$ cat src/rtl/router_pkt_tx.sv
// router_pkt_tx: buffers a host payload, then serialises header/payload/parity to the router and reports the error status.
// Optional feature macro ERR_INJECT_EN adds inject_err, which flips parity bit 0 of the commanded packet.
module router_pkt_tx #(
    parameter int DEPTH    = 64,
    parameter int ERR_WAIT = 4
) (
    input  logic       clk,
    input  logic       resetn,
    input  logic       cmd_valid,
    output logic       cmd_ready,
    input  logic [1:0] cmd_addr,
    input  logic [5:0] cmd_len,
`ifdef ERR_INJECT_EN
    input  logic       inject_err,
`endif
    input  logic       pl_valid,
    output logic       pl_ready,
    input  logic [7:0] pl_data,
    input  logic       busy,
    input  logic       error,
    output logic       pkt_valid,
    output logic [7:0] pkt_data,
    output logic       done,
    output logic       status_err,
    output logic       bad_cmd
);
    localparam int AW = $clog2(DEPTH);

    typedef enum logic [2:0] {IDLE, WAIT_DATA, HDR, PAY, PAR, CHK} state_t;

    state_t      state_q, state_d;
    logic [AW:0] wr_q, wr_d, rd_q, rd_d, count;
    logic [7:0]  mem_q [DEPTH];
    logic [1:0]  addr_q, addr_d;
    logic [5:0]  len_q, len_d, rem_q, rem_d;
    logic [7:0]  par_q, par_d, data_q, data_d;
    logic        vld_q, vld_d;
    logic [3:0]  cnt_q, cnt_d;
    logic        sticky_q, sticky_d, done_q, done_d, stat_q, stat_d;
    logic        bad_q, bad_d, inj_q, inj_d;
    logic        push, cmd_fire, cmd_bad, inj_in;
    logic [7:0]  hdr, rd_byte;

`ifdef ERR_INJECT_EN
    assign inj_in = inject_err;
`else
    assign inj_in = 1'b0;
`endif

    assign count      = wr_q - rd_q;
    assign pl_ready   = resetn && (count != (AW+1)'(DEPTH));
    assign push       = pl_valid && pl_ready;
    assign cmd_ready  = resetn && (state_q == IDLE);
    assign cmd_fire   = cmd_valid && cmd_ready;
    assign cmd_bad    = (cmd_addr == 2'd3) || (cmd_len == 6'd0);
    assign hdr        = {len_q, addr_q};
    assign rd_byte    = mem_q[rd_q[AW-1:0]];

    assign pkt_valid  = vld_q;
    assign pkt_data   = data_q;
    assign done       = done_q;
    assign status_err = stat_q;
    assign bad_cmd    = bad_q;

    always_comb begin
        state_d  = state_q;
        wr_d     = wr_q;
        rd_d     = rd_q;
        addr_d   = addr_q;
        len_d    = len_q;
        rem_d    = rem_q;
        par_d    = par_q;
        data_d   = data_q;
        vld_d    = vld_q;
        cnt_d    = cnt_q;
        sticky_d = sticky_q;
        inj_d    = inj_q;
        done_d   = 1'b0;
        stat_d   = 1'b0;
        bad_d    = 1'b0;
        if (push) wr_d = wr_q + 1'b1;
        case (state_q)
            IDLE: begin
                if (cmd_fire) begin
                    if (cmd_bad) begin
                        bad_d = 1'b1;
                    end else begin
                        addr_d  = cmd_addr;
                        len_d   = cmd_len;
                        inj_d   = inj_in;
                        state_d = WAIT_DATA;
                    end
                end
            end
            WAIT_DATA: begin
                if (count >= {{(AW-5){1'b0}}, len_q}) begin
                    data_d  = hdr;
                    vld_d   = 1'b1;
                    state_d = HDR;
                end
            end
            HDR: begin
                if (!busy) begin
                    par_d   = hdr;
                    data_d  = rd_byte;
                    rd_d    = rd_q + 1'b1;
                    rem_d   = len_q;
                    state_d = PAY;
                end
            end
            PAY: begin
                if (!busy) begin
                    par_d = par_q ^ data_q;
                    rem_d = rem_q - 6'd1;
                    // Last byte: swap straight to the (optionally corrupted) parity.
                    if (rem_q == 6'd1) begin
                        vld_d   = 1'b0;
                        data_d  = par_q ^ data_q ^ {7'd0, inj_q};
                        state_d = PAR;
                    end else begin
                        data_d = rd_byte;
                        rd_d   = rd_q + 1'b1;
                    end
                end
            end
            PAR: begin
                if (!busy) begin
                    cnt_d    = 4'(ERR_WAIT);
                    sticky_d = 1'b0;
                    state_d  = CHK;
                end
            end
            CHK: begin
                sticky_d = sticky_q | error;
                cnt_d    = cnt_q - 4'd1;
                if (cnt_q == 4'd1) begin
                    done_d  = 1'b1;
                    stat_d  = sticky_q | error;
                    state_d = IDLE;
                end
            end
            default: state_d = IDLE;
        endcase
    end

    always_ff @(posedge clk) begin
        if (!resetn) begin
            state_q  <= IDLE;
            wr_q     <= '0;
            rd_q     <= '0;
            addr_q   <= '0;
            len_q    <= '0;
            rem_q    <= '0;
            par_q    <= '0;
            data_q   <= '0;
            vld_q    <= 1'b0;
            cnt_q    <= '0;
            sticky_q <= 1'b0;
            inj_q    <= 1'b0;
            done_q   <= 1'b0;
            stat_q   <= 1'b0;
            bad_q    <= 1'b0;
        end else begin
            state_q  <= state_d;
            wr_q     <= wr_d;
            rd_q     <= rd_d;
            addr_q   <= addr_d;
            len_q    <= len_d;
            rem_q    <= rem_d;
            par_q    <= par_d;
            data_q   <= data_d;
            vld_q    <= vld_d;
            cnt_q    <= cnt_d;
            sticky_q <= sticky_d;
            inj_q    <= inj_d;
            done_q   <= done_d;
            stat_q   <= stat_d;
            bad_q    <= bad_d;
        end
    end

    always_ff @(posedge clk) begin
        if (push) mem_q[wr_q[AW-1:0]] <= pl_data;
    end
endmodule
$ cat config.mk
export PLATFORM = sky130hd
export DESIGN_NAME = router_pkt_tx
export DESIGN_NICKNAME = d
export VERILOG_FILES = /design/src/rtl/router_pkt_tx.sv
export SDC_FILE = /design/constraint.sdc
export NUM_CORES = 1
export LEC_CHECK = 0
export CORE_MARGIN = 2
export CORE_UTILIZATION = 55
export DETAILED_ROUTE_END_ITERATION = 6
export DONT_BUFFER_PORTS = 1
export GPL_ROUTABILITY_DRIVEN = 0
export PLACE_DENSITY = 0.69
export SYNTH_ARGS = -nofsm -noshare
export SYNTH_HDL_FRONTEND = slang
export SYNTH_SLANG_ARGS = --single-unit
$ cat constraint.sdc
create_clock -name clk -period 4.25 [get_ports clk]
set_input_delay 0.85 -clock clk [delete_from_list [all_inputs] [get_ports clk]]
set_output_delay 0.85 -clock clk [all_outputs]
set_load 0.005 [all_outputs]
After elaboration in Yosys (flattened, before gate mapping)
Memory sizes are Yosys's and may differ from the RTL's. A register that Yosys moved wholly into a read port is not among the register bits.
Cells that the tools add are included.
Widths: inputs -> output; s select.
- output and inout bits: 14
- memories kept: 1
- bits of input ports: 22
- memory bits (writable): 512
- logic and storage cells: 101
- register bits after elaboration: 56
- $lt $le $gt $ge: 1
- muxes and demuxes: 38
- equal/unequal tests: 18
- bitwise operators: 3
- add/sub/neg operators: 5
- reductions and logical operators: 21
- memories (name ; depth ; width ; read ports ; clocked after memory_dff ; write ports ; RTL line ; RTL):
    mem_q ; 64 ; 8 ; 1 ; 1 ; 1 ; 33 ; logic [7:0] mem_q [DEPTH];
- operator list (cell ; count):
    $mux 8 ; 6
    $mux 3 ; 8
    $mux 6 ; 4
    $pmux 8 s3 ; 1
    $mux 7 ; 3
    $ne 2x2->1 const B ; 9
    $pmux 3 s6 ; 1
    $pmux 8 s2 ; 1
    $add 7x1->7 const B ; 2
    $pmux 7 s2 ; 1
    $pmux 6 s2 ; 1
    $reduce_and 3->1 ; 4
    $reduce_and 4->1 ; 3
    $mux 1 ; 8
    $pmux 4 s2 ; 1
    $reduce_and 8->1 ; 1
    $xor 8x8->8 ; 1
    $ge 7x6->1 ; 1
    $ne 7x7->1 const B ; 1
    $sub 7x7->7 ; 1
    $eq 3x2->1 const B ; 2
    $eq 3x3->1 const B ; 2
    $eq 6x1->1 const B ; 1
    $logic_not 6->1 ; 1
    other kinds (15) ; 22

Depth between registers and ports, before layout
Gate-level depths: netlist of run 1.
- depth after elaboration: 6
- mapped depth: 15
- mapped depth without buffers: 14

Least setup slack after synthesis of run 1
No wires, ideal clock.
- path kind: register to register
- from: reg wr_q[0]
- to: mem mem_q[56][0] (enable)
- arrival: 2.930 ns
- setup time: 0.370 ns
- cell stages (with the launch flop): 13
- slack: 0.950 ns
- period minus slack after synthesis: 3.300 ns
- required time: 3.880 ns
- buffers on the path: 1
- cell sequence: dfxtp_1 inv_1 ha_1 inv_1 fa_1 a211oi_1 o21bai_1 a21oi_1 xnor2_2 nor3_2 or4_1 clkbuf_1 nor2_1
- cells in the longest elaborated chain, start to end: 6
- RTL lines (element ; RTL line ; RTL):
    start: declaration ; 32 ; logic [AW:0] wr_q, wr_d, rd_q, rd_d, count;
    start signal: assignment ; 165 ; wr_q <= wr_d;
    $sub 7x7->7 ; 50 ; assign count = wr_q - rd_q;
    $ne 7x7->1 ; 51 ; assign pl_ready = resetn && (count != (AW+1)'(DEPTH));
    $logic_and 1x1->1 ; 51 ;
    $logic_and 1x1->1 ; 52 ; assign push = pl_valid && pl_ready;
    $mux 1 ; 183 ; if (push) mem_q[wr_q[AW-1:0]] <= pl_data;
    $mux 1 (not written as such) ; 183 ;
    end: declaration ; 33 ;
Several ways; a longest one is shown, not always the timed one.

Final worst setup path of run 1
- from: reg wr_q[0]
- to: out pl_ready
- cells in the longest elaborated chain, start to end: 3
- RTL lines (element ; RTL line ; RTL):
    $sub 7x7->7 ; 50 ;
    $ne 7x7->1 ; 51 ;
    $logic_and 1x1->1 ; 51 ;
    end: declaration ; 17 ; output logic pl_ready,
Every way passes these cells.

==> impl_results.md, run 1 <==
* Post-Syn Nets at approximately 1400
* Clock sink count at about 570
* Clock slew seen by the registers of the worst setup and hold paths at around 0.060 ns
* P_leak at 8.112 nW
* CP dominant cell by count: inv_1
* CP required at between 3 and 4 ns
* Detailed Route WL at between 50 and 60 mm
* Core box area at between 40000 and 50000 um^2
* Hold crit path type: in -> reg
* Most common cell after layout, fill and taps aside: edfxtp_1
* Die ar. at about 44000 um^2
* Area growth syn-to-layout at 11.57%
* Num ports at 36
* Worst Max-Slew Pin Slew at 0.8454 ns
* Crit path launch type: register
* CP cell instances: inv_1 > ha_1 > inv_1 > fa_1 > xor2_1 > or3b_2 > a211o_4 > nor3_4 > buf_6 > nor2_1
* H-tree levels at 2
* WP depth at 10
* Root Driver: clkbuf_16
* First-pass iteration count of the detailed router at 5
* TNS Setup at 0 ns
* Number of port buffers at 0
* Vias in the first global route at between 10000 and 15000
* Yosys reg bits at around 570
* Fin. max-slew vios at 0
* Max-cap viol count at 0
* Slew HR at 43.43%
* Cell Rows at 75
* IR Drop Worst-Case VDD at 0.3102 mV
* Die height at 210.4 um
* Post-synth top area cell: edfxtp_1
* CP Class: reg -> out
* RSZ-0062 raised after global routing: no
* Ys flop type: edfxtp_1
* Maximum net fanout on the critical path at 8
* Setup crit end kind: output pin
* Die Span X at roughly 210 um
* CP max stage cell: or3b_2
* Delay-heaviest family, CP: simple AND/OR/NAND/NOR gates
* Deepest clock path buffer count at 3
* EDFF count, synth at between 500 and 600
* Crit path arrival time at 3.25 ns
* Syn avg cell area at around 17 um^2
* Largest net degree at the start of global routing at 65
* First-pass GRT wire length at ~80 mm
* DRC at 0
* Status: completed
* Mapped cell area at approximately 23000 um^2
* DP Wirelength at between 30 and 40 mm
* CTS tree: done
* Asr flop ratio synth at 0%
* Hold-critical path depth at 0
* Vias at 12450
* Post-DRT Antenna Nets at 0
* Worst Skew at about 0.013 ns
* Mapped Cells at between 1000 and 1500
* Nets at about 1500
* Antenna violations before repair at 0
* Max incr delay on CP at around 0.48 ns
* Minimum clock period at 4.097 ns
* Max Fclk at 244.1 MHz
* Synth warnings at 0
* Power per cell area at ~500 nW/um^2
* Worst Reg2Reg Path Length in Cells at 13
* Crit share post-route at a little over nine tenths
* Starting DRT DRC Count at 1320
* Worst reg-to-reg setup slack at roughly 0.29 ns
* Routed WL per cell at around 27 um
* Post-synthesis cell type count at 71
* Ant diodes at 0
* Layout cells sized above 1 at 18.94%
* Share of the synthesized area in the top cell type at 65.63%
* WP buf/inv at 3
* Area contributors post-synth: edfxtp_1, mux4_2, dfxtp_1
* Final setup viols at 0
* Seq/Total Area, Yosys at 70.93%
* Final Hold Vio Count at 0
* Mean number of vias per cell at just over 6
* GR Util All Layers at between 20% and 30%
* Worst skew pair latency at roughly 0.61 ns
* CTS buffer count at 57
* GRT Residual Overflow at 0
* Hold Slack at between 0.3 and 0.4 ns
* Initial Utilization at 55.84%
* Most frequent cells in the layout: edfxtp_1, nor2_1, mux2i_1
metrics by stage:
step / cell area, um^2 / utilization, % / std cells / setup slack (ns) / power [W]
5_1_grt: 26140 / 62.31 / 1996 / 0.003209 / 0.01343
2_1_floorplan: 23430 / - / 1368 / 0.9498 / 0.007670
3_5_place_dp: 24230 / 57.77 / 1891 / 0.4139 / 0.008054
4_1_cts: 26110 / 62.26 / 1995 / 0.06195 / 0.01307
6_report: 26140 / 62.31 / 1996 / 0.1527 / 0.01301
3_3_place_gp: 24230 / 57.77 / 1891 / 0.4654 / 0.008038
metal layers:
layer | vias up | part of all wire, % | track usage [%]
met5 | - | 0 | 0
met4 | 0 | 2.8 | 7.552
met3 | 98 | 8.7 | 5.423
met2 | 592 | 46 | 37.09
met1 | 6246 | 43 | 36.50
li1 | 5511 | - | -
worst paths after layout:
kind                                             from                     end
worst max register to register   wr_q[0]$_SDFFE_PN0P_   mem_q[9][5]$_DFFE_PP_
worst min register to register  sticky_q$_SDFFE_PN0P_   status_err$_SDFF_PN0_
worst min-delay path                       pl_data[4]  mem_q[51][4]$_DFFE_PP_
worst max-delay path             wr_q[0]$_SDFFE_PN0P_                pl_ready
Yosys cell counts (8+ instances only):
cell type / number
edfxtp_1: 512
nor2_1: 108
mux2i_1: 104
mux4_2: 103
dfxtp_1: 62
a21oi_1: 40
clkbuf_1: 40
nand2_1: 37
o21ai_0: 27
a22oi_1: 25
inv_1: 25
buf_2: 19
ha_1: 18
nand3_1: 18
nor2b_1: 18
xnor2_1: 14
buf_4: 11
nand3b_1: 10
buf_1: 9
o21ai_1: 9
o221ai_1: 9
or3_1: 9
and3_1: 8
area by class of cell:
class | instances | area [um^2]
clock buffers | 70 | 1475
clock inverters | 34 | 399.1
fillers | 2935 | 15810
inverters | 26 | 97.59
multi-input cells | 686 | 6331
flip-flops and latches | 574 | 16630
well taps | 539 | 674.4
repair buffers | 67 | 531.8
kinds of logic (layout without fill, tap and decap cells):
family / Yosys count / after routing / share of synthesized area, %
multiplexers: 208 / 208 / 14.39
AO/OA/AOI/OAI: 175 / 175 / 5.090
AND/OR/NAND/NOR: 263 / 263 / 5.614
buffers and inverters: 108 / 197 / 2.104
adder cells (fa/ha/maj): 19 / 19 / 1.047
flip-flops: 574 / 574 / 70.93
XOR/XNOR: 21 / 21 / 0.8172
registers in the layout (all words and copies together) (netlist names), named ones only:
register and flops:
rd_q 7, addr_q 2, pkt_data 8, wr_q 7
len_q 6, pkt_valid 1, sticky_q 1, bad_cmd 1
done 1, mem_q 512, state_q 3, rem_q 6
par_q 8, cnt_q 4, status_err 1
power by group:
part	total [W]	internal, W	leakage, nW	switching [W]
clock network	0.00505	0.00295	0.919	0.00209
registers	0.00640	0.00623	5.11	0.000170
logic	0.00156	0.000749	2.08	0.000815
repair_timing:
| action | CTS | global route |
|---|---|---|
| hold buffers | 0 | 0 |
| setup endpoints to repair | 1 | 1 |
| gates resized for setup | 1 | 3 |
| setup buffers | 0 | 1 |
| pin swaps | 0 | 1 |
No activity file was read; power rests on OpenSTA's default activity.
==> run 2: changes to the inputs <==
--- a/config.mk
+++ b/config.mk
@@ -14,3 +14,4 @@
 export SYNTH_ARGS = -nofsm -noshare
 export SYNTH_HDL_FRONTEND = slang
 export SYNTH_SLANG_ARGS = --single-unit
+export TNS_END_PERCENT = 5
==> results of run 2 <==
Same layout as run 1: the final DEF is identical, and so are final timing and power.
==> run 3: changes to the inputs <==
--- a/config.mk
+++ b/config.mk
@@ -6,11 +6,11 @@
 export NUM_CORES = 1
 export LEC_CHECK = 0
 export CORE_MARGIN = 2
-export CORE_UTILIZATION = 55
+export CORE_UTILIZATION = 30
 export DETAILED_ROUTE_END_ITERATION = 6
 export DONT_BUFFER_PORTS = 1
 export GPL_ROUTABILITY_DRIVEN = 0
-export PLACE_DENSITY = 0.69
+export PLACE_DENSITY = 0.43
 export SYNTH_ARGS = -nofsm -noshare
 export SYNTH_HDL_FRONTEND = slang
 export SYNTH_SLANG_ARGS = --single-unit
==> constraint.sdc (replaced) <==
create_clock -name clk -period 4.2 [get_ports clk]
set_input_delay 0.84 -clock clk [delete_from_list [all_inputs] [get_ports clk]]
set_output_delay 0.84 -clock clk [all_outputs]
set_load 0.005 [all_outputs]
==> impl_results.md, run 3 (synthesis gave the netlist of run 1 again) <==
* Starting DRT DRC Count at around 1200
* WHS Endpoint: mem_q[44][7]$_DFFE_PP_
* # hold bufs at CTS at 0
* Slew HR at between 30 and 40%
* H-tree levels at 3
* Crit path launch type: register
* Core box area at slightly below 80000 um^2
* Deepest clock path buffer count at 3
* Fill cell count at 7347
* Initial Utilization at a little under a third
* Worst Reg2Reg Path Length in Cells at 14
* Clock slew seen by the registers of the worst setup and hold paths at 0.06 ns
* Die Span X at between 200 and 300 um
* Max-cap viol count at 0
* Most frequent cells in the layout: edfxtp_1, nor2_1, mux2i_1
* Vias at around 13000
* Worst skew pair latency at approximately 0.61 ns
* Final Util at 35.08%
* Capturing point of the worst reg2reg path: mem_q[58][0]$_DFFE_PP_
* Max Fclk at ~250 MHz
* Num ports at 36
* Cell Rows at 102
* TNS Setup at 0 ns
* CTS tree: done
* Worst Skew at roughly 0.026 ns
* Routed WL per cell at between 20 and 30 um
* Power per cell area at approximately 510 nW/um^2
* Crit share post-route at a little over nine tenths
* GRT Residual Overflow at 0
* Final setup viols at 0
* Status: completed
* Minimum clock period at about 4.1 ns
* Layout cells sized above 1 at 19.91%
* Nets at between 1000 and 1500
* Worst r2r src: wr_q[0]$_SDFFE_PN0P_
* Vias in the first global route at about 13000
* CTS buffer count at between 60 and 70
* Mean number of vias per cell at between 4 and 5
* IR Drop Worst-Case VDD at around 0.24 mV
* Root Driver: clkbuf_16
* Setup crit end kind: output pin
* Antenna violations before repair at 3
* Maximum net fanout on the critical path at 8
* DRC at 0
* GR Util All Layers at approximately 16%
* Largest net degree at the start of global routing at 95
* Worst Max-Slew Pin Slew at a little over 1 ns
* DP Wirelength at roughly 39 mm
* Fin. max-slew vios at 0
* Number of port buffers at 0
* First-pass iteration count of the detailed router at 7
* First-pass GRT wire length at 92.83 mm
* Most common cell after layout, fill and taps aside: edfxtp_1
* Die ar. at roughly 80000 um^2
* Crit path arrival time at around 3.2 ns
* Detailed Route WL at 63.29 mm
* Hold path startpoint: pl_data[7]
* Final Hold Vio Count at 0
* Post-DRT Antenna Nets at 0
* CP Class: reg -> out
* Final Power at around 0.014 W
* Area growth syn-to-layout at 15.81%
* P_leak at ~8.3 nW
* Clock sink count at 574
* Hold crit path type: in -> reg
* Largest register FFs at slightly above 500
* Worst reg-to-reg setup slack at between 0.2 and 0.3 ns
* CP required at 3.36 ns
* Die height at between 200 and 300 um
* Hold Slack at 0.3310 ns
* Hold-critical path depth at 0
[run 3: cell count changes in the layout (fill, tap and decap cells not counted), sizes merged]
| cell | previous run | this run |
|---|---|---|
| clkbuf | 70 | 84 |
| buf | 67 | 79 |
| clkinv | 23 | 19 |
| inv | 28 | 31 |
| bufinv | 8 | 7 |
| clkinvlp | 1 | 2 |
| diode | 0 | 1 |
[run 3: layer usage]
| layer | wire length (um) | part of all wire [%] | track usage, % | up-vias |
|---|---|---|---|---|
| li1 | - | - | - | 5568 |
| met1 | 29130 | 46 | 22.56 | 6562 |
| met2 | 28650 | 45 | 24.09 | 370 |
| met3 | 4006 | 6.3 | 3.810 | 90 |
| met4 | 1505 | 2.4 | 4.233 | 0 |
| met5 | 0 | 0 | 0 | - |
[run 3: power breakdown]
group,internal (W),switching (W),total [W]
clock,0.00342,0.00232,0.00573
sequential,0.00630,0.000135,0.00644
combinational,0.000763,0.000936,0.00170
[run 3: worst max-delay path by stage]
stage	startpoint	end	slack [ns]
6_report	wr_q[0]$_SDFFE_PN0P_	pl_ready	0.14
4_1_cts	wr_q[0]$_SDFFE_PN0P_	pl_ready	0.006
3_3_place_gp	wr_q[0]$_SDFFE_PN0P_	mem_q[2][4]$_DFFE_PP_	0.36
5_1_grt	wr_q[0]$_SDFFE_PN0P_	pl_ready	-0.0003
2_1_floorplan	wr_q[0]$_SDFFE_PN0P_	mem_q[56][0]$_DFFE_PP_	0.90
3_5_place_dp	wr_q[0]$_SDFFE_PN0P_	mem_q[22][5]$_DFFE_PP_	0.35
[run 3: timing repair]
item | in CTS | in global routing
pin swaps | 0 | 1
endpoints found under the setup margin | 1 | 1
resized for setup | 1 | 0
setup buffers | 0 | 1
cloned | 0 | 0
[run 3: layout make-up]
type / count / area [um^2] / area share [%]
diodes: 1 / 2.502 / 0.009224
clock buffers: 84 / 1762 / 6.494
clock inverters: 33 / 374.1 / 1.379
inverters: 26 / 97.59 / 0.3597
multi-input cells: 686 / 6322 / 23.31
flip-flops and latches: 574 / 16630 / 61.29
well taps: 1040 / 1301 / 4.797
repair buffers: 79 / 643.1 / 2.371
[run 3: stage by stage]
stage | area, um^2 | cells | worst slack [ns]
3_5_place_dp | 24980 | 2404 | 0.3523
2_1_floorplan | 23430 | 1368 | 0.8998
4_1_cts | 27120 | 2521 | 0.006277
5_1_grt | 27130 | 2522 | -0.0003446
3_3_place_gp | 24980 | 2404 | 0.3562
6_report | 27130 | 2523 | 0.1443
[run 3: worst max-delay path: stages, from the launching register on]
cell and delay, ns:
dfxtp_1 0.38, inv_1 0.11, ha_1 0.17, inv_1 0.05, fa_1 0.42, xor2_1 0.20, or3b_2 0.48, a211o_1 0.32
nor3_4 0.22, buf_4 0.18, nor2_1 0.09
